`config.mk`:
```
export PLATFORM = sky130hd
export DESIGN_NAME = perf_counter_bank
export DESIGN_NICKNAME = d
export VERILOG_FILES = /design/src/rtl/perf_counter_bank_pkg.sv /design/src/rtl/perf_counter_bank_channel.sv /design/src/rtl/perf_counter_bank.sv
export SDC_FILE = /design/constraint.sdc
export NUM_CORES = 1
export LEC_CHECK = 0
export CAP_MARGIN = 5
export CORE_MARGIN = 2
export CORE_UTILIZATION = 56
export CTS_BUF_LIST = sky130_fd_sc_hd__clkbuf_2 sky130_fd_sc_hd__clkbuf_4 sky130_fd_sc_hd__clkbuf_8
export CTS_CLUSTER_SIZE = 8
export DETAILED_ROUTE_END_ITERATION = 10
export GPL_ROUTABILITY_DRIVEN = 0
export PLACE_DENSITY_LB_ADDON = 0.2
export SETUP_SLACK_MARGIN = 0.5
export SYNTH_ARGS = -nofsm -noshare
export SYNTH_HDL_FRONTEND = slang
export SYNTH_SLANG_ARGS = --single-unit
```
`constraint.sdc`:
```
create_clock -name CLK -period 3.42 [get_ports CLK]
set_input_delay 0.513 -clock CLK [delete_from_list [all_inputs] [get_ports CLK]]
set_output_delay 0.513 -clock CLK [all_outputs]
set_load 0.01 [all_outputs]
```
`src/rtl/perf_counter_bank_pkg.sv`:
```
// perf_counter_pkg: shared counter-mode constants and select-width helper.
package perf_counter_pkg;

    localparam int MODE_WRAP = 0;
    localparam int MODE_SAT  = 1;

    function automatic int sel_width(input int n);
        return (n > 1) ? $clog2(n) : 1;
    endfunction

endpackage

```
`src/rtl/perf_counter_bank_channel.sv`:
```
// perf_counter_channel: one gated event counter with sticky overflow flag.
module perf_counter_channel
    import perf_counter_pkg::*;
#(
    parameter int WIDTH    = 32,
    parameter int SATURATE = MODE_WRAP
) (
    input  logic             CLK,
    input  logic             Reset,
    input  logic             inc,
    input  logic             clr,
    output logic [WIDTH-1:0] cnt,
    output logic             ovf
);

    logic full;

    assign full = &cnt;

    always_ff @(posedge CLK) begin
        if (Reset || clr) begin
            cnt <= '0;
            ovf <= 1'b0;
        end else if (inc) begin
            cnt <= (full && SATURATE == MODE_SAT) ? cnt : cnt + WIDTH'(1);
            ovf <= ovf | full;
        end
    end

endmodule

```
`src/rtl/perf_counter_bank.sv`:
```
// perf_counter_bank: free-running cycle counter plus NUM_CH event counters
// with bank-wide snapshot shadows and a registered read port.
module perf_counter_bank
    import perf_counter_pkg::*;
#(
    parameter int WIDTH    = 32,
    parameter int NUM_CH   = 4,
    parameter int SATURATE = MODE_WRAP,
    parameter int RDSEL_W  = 0,
    localparam int SELW    = (RDSEL_W > 0) ? RDSEL_W : sel_width(NUM_CH)
) (
    input  logic              CLK,
    input  logic              Reset,
    input  logic              Enable,
    input  logic [NUM_CH-1:0] Event,
    input  logic [NUM_CH-1:0] Clear,
    input  logic              Snapshot,
    input  logic [SELW-1:0]   RdSel,
    input  logic              RdShadow,
    output logic [WIDTH-1:0]  RdData,
    output logic [NUM_CH-1:0] Overflow,
    output logic [WIDTH-1:0]  CycleCount
);

    localparam int IW = sel_width(NUM_CH);

    logic [WIDTH-1:0] cnt    [NUM_CH];
    logic [WIDTH-1:0] shadow [NUM_CH];
    logic [WIDTH-1:0] rd_next;
    logic [IW-1:0]    idx;

    for (genvar i = 0; i < NUM_CH; i++) begin : g_ch
        perf_counter_channel #(
            .WIDTH    (WIDTH),
            .SATURATE (SATURATE)
        ) u_ch (
            .CLK   (CLK),
            .Reset (Reset),
            .inc   (Enable & Event[i]),
            .clr   (Clear[i]),
            .cnt   (cnt[i]),
            .ovf   (Overflow[i])
        );
    end

    // Out-of-range selects are masked before the index is used.
    assign idx = IW'(RdSel);

    always_comb begin
        rd_next = (int'(RdSel) < NUM_CH) ? (RdShadow ? shadow[idx] : cnt[idx]) : '0;
    end

    always_ff @(posedge CLK) begin
        CycleCount <= Reset ? '0 : CycleCount + WIDTH'(1);
        RdData     <= Reset ? '0 : rd_next;
        for (int k = 0; k < NUM_CH; k++)
            shadow[k] <= Reset ? '0 : Snapshot ? cnt[k] : shadow[k];
    end

endmodule
```
==> metrics.md <==
| Metric | Value |
|---|---|
| CTS tree | `yes` |
| Dpl hpwl | `~24 mm` |
| Syn Inst Count | `about 1400` |
| DIE AREA | `around 28000 µm²` |
| Most common cell after layout, fill and taps aside | `dfxtp_1` |
| DR vias/cell | `6.23` |
| Critical Path Source Type | `flop` |
| Post-CTS setup buffer count | `0` |
| First-pass iteration count of the detailed router | `5` |
| Yosys reg bits | `approximately 320` |
| Clock root buffer | `clkbuf_8` |
| Max incr delay on CP | `roughly 800 ps` |
| Post-synthesis sequential area ratio | `0.517` |
| CTS resizes | `0` |
| Mapped Nets | `about 1400` |
| H-tree levels | `2` |
| Routed WL | `35.2 mm` |
| Syn-to-layout area delta | `14.1%` |
| Grt total ovfl | `0` |
| Tcrit/Tclk final | `0.758` |
| # rows | `59` |
| I/O pins | `83` |
| Status | `complete, no violations` |
| Iter 0 DRT Violations | `between 1000 and 1500` |
| Largest net degree at the start of global routing | `129` |
| WP data arrival | `3080 ps` |
| # DRC | `0` |
| WP data required | `between 3000 and 4000 ps` |
| Die Span Y | `about 170 µm` |
| Mapped Area | `~15000 µm²` |
| Routed len/inst | `between 15 and 20 µm` |
| Ys Warns | `0` |
| Clock Path Buffers | `3` |
| Share of layout cells above drive strength 1 | `0.132` |
| Port buffer count | `approximately 80` |
| Number of flops mapped to enable cells by yosys | `128` |
| TritonCTS buffer count | `53` |
| Synth async-reset ratio | `0` |
| Worst IR Drop VDD | `234 µV` |
| CP Max Fanout | `15` |
| Final nets | `1466` |
| Initial antenna violation count | `1` |
| R2r setup slk | `slightly above 800 ps` |
| Die Width | `168 µm` |
| Ys flop type | `dfxtp_1` |
| Clock period minus worst slack | `2590 ps` |
| Max-slew headroom | `0.479` |
| Crit Path Class | `flop to flop` |
| Initial Utilization | `0.574` |
| Non-Filler Instances | `1823` |
| Slew Limit Fails | `0` |
| Vias | `approximately 11000` |
| Final setup fails | `0` |
| Netlist cell types | `45` |
| Hold Vio Cnt, Final | `0` |
| Cell leakage power | `5.64 nW` |
| RSZ-0062 raised after global routing | `false` |
| Core area | `26200 µm²` |
| Power Density | `approximately 460 nW/µm²` |
| Min-delay worst type | `input pin to flop` |
| CP max-delay cell | `or4_1` |
| Max-Cap Viols | `0` |
| Clk_lat worst skew | `~580 ps` |
| Worst-path clk slew | `roughly 60 ps` |
| Clock sink count | `324` |
| Worst-margin pin slew | `between 700 and 800 ps` |
| First-pass GRT wire length | `approximately 56 mm` |
| Worst setup EP type | `flop` |
| Max Fclk | `between 0.3 and 0.4 GHz` |
| Placed Instances | `about 1700` |
| Final Total Pwr | `7.87 mW` |
| Hold buffer count at CTS | `0` |
| Final ANT Viol Nets | `0` |
| Commonest cells after routing, fill and taps aside | `dfxtp_1, edfxtp_1, nor2_1` |
| Vias in the first global route | `~10000` |
| CP Cell Sequence | `ha_1 > nand3_2 > or4_1 > or4_1 > a21oi_1` |
| Most frequent cell on the critical path | `or4_1` |
| Average cell area after synthesis | `between 10 and 15 µm²` |
| Antenna diode count | `0` |
| Global-route usage over all layers | `0.250` |
| Final Skew | `about 23 ps` |
| Total negative slack | `0 ps` |
| Fin util | `0.655` |
## per-layer routing
layer  wire [µm]  track usage  vias up
met4         784       0.0760        0
met1       15200        0.355     5498
met5           0            0        -
met3        3000       0.0482       66
li1            -            -     5337
met2       16300        0.393      456
## where the power goes
group / switching (mW) / leakage (nW) / internal [mW]
clock network: 1.48 / 0.588 / 1.92
logic: 0.201 / 2.06 / 0.148
registers: 0.0294 / 2.99 / 4.09
## worst paths after layout
path	startpoint	endpoint	cells past startpoint
hold / removal	Reset	RdData[23]	2
setup reg to reg	g_ch[2].u_ch.cnt[0]	g_ch[2].u_ch.cnt[30]	5
hold reg to reg	g_ch[0].u_ch.ovf	g_ch[0].u_ch.ovf	2
setup / recovery	g_ch[2].u_ch.cnt[0]	g_ch[2].u_ch.cnt[30]	5
## stage by stage
step | cell area, µm² | setup slack [ps] | hold slack, ps
after floorplan | 15000 | 735 | 426
after global placement | 16100 | 489 | 436
after detailed placement | 16100 | 454 | 440
after CTS | 17200 | 823 | 367
after global routing | 17200 | 638 | 400
final | 17200 | 829 | 389
## flip-flops by register name (all words and copies together) (netlist names)
| name | cells |
|---|---|
| shadow | 128 |
| RdData | 32 |
| CycleCount | 32 |
| g_ch.u_ch.ovf | 4 |
| g_ch.u_ch.cnt | 128 |
## critical path: cells and delay by family (launching register included)
kind / cells / cell delay (ps)
AO/OA/AOI/OAI: 1 / 150
adder cells (fa/ha/maj): 1 / 260
AND/OR/NAND/NOR: 3 / 1570
flip-flops: 1 / 520
## cells by family after synthesis
group / after synthesis / share of synthesized area
mux: 101 / 0.121
fa+ha+maj: 5 / 0.00416
simple gates: 577 / 0.216
flops: 324 / 0.517
compound gates: 206 / 0.0812
buf+inv: 120 / 0.0332
xor+xnor: 49 / 0.0285
## synth_stat cells (4+ instances only)
cell,count,share of area
nor4_1,15,0.0062
and2_1,5,0.0021
clkbuf_1,69,0.017
nand4_1,48,0.020
buf_4,5,0.0025
nand3_1,53,0.018
nand2_1,64,0.016
inv_1,27,0.0067
o21a_1,4,0.0020
o31ai_1,54,0.027
and4_1,17,0.0099
nor2b_1,110,0.046
xor2_1,23,0.013
mux4_2,64,0.096
mux2i_1,35,0.023
a21oi_1,98,0.033
or3_1,41,0.017
buf_2,12,0.0040
nor3_1,14,0.0047
nor2_1,116,0.029
ha_1,5,0.0042
xnor2_1,26,0.015
edfxtp_1,128,0.26
and3_1,10,0.0042
dfxtp_1,196,0.26
buf_1,5,0.0012
or4_1,69,0.034
o21ai_0,37,0.012
or2_2,7,0.0029
## final cells by class
cell class | instances | area [µm²]
Fill cell | 2041 | 9040
Sequential cell | 324 | 7770
Multi-Input combinational cell | 938 | 6770
Clock buffer | 91 | 1050
Timing Repair Buffer | 102 | 1020
Tap cell | 335 | 419
Inverter | 27 | 101
Clock inverter | 6 | 26.3
Note: power is estimated with default switching activity, not from simulation.
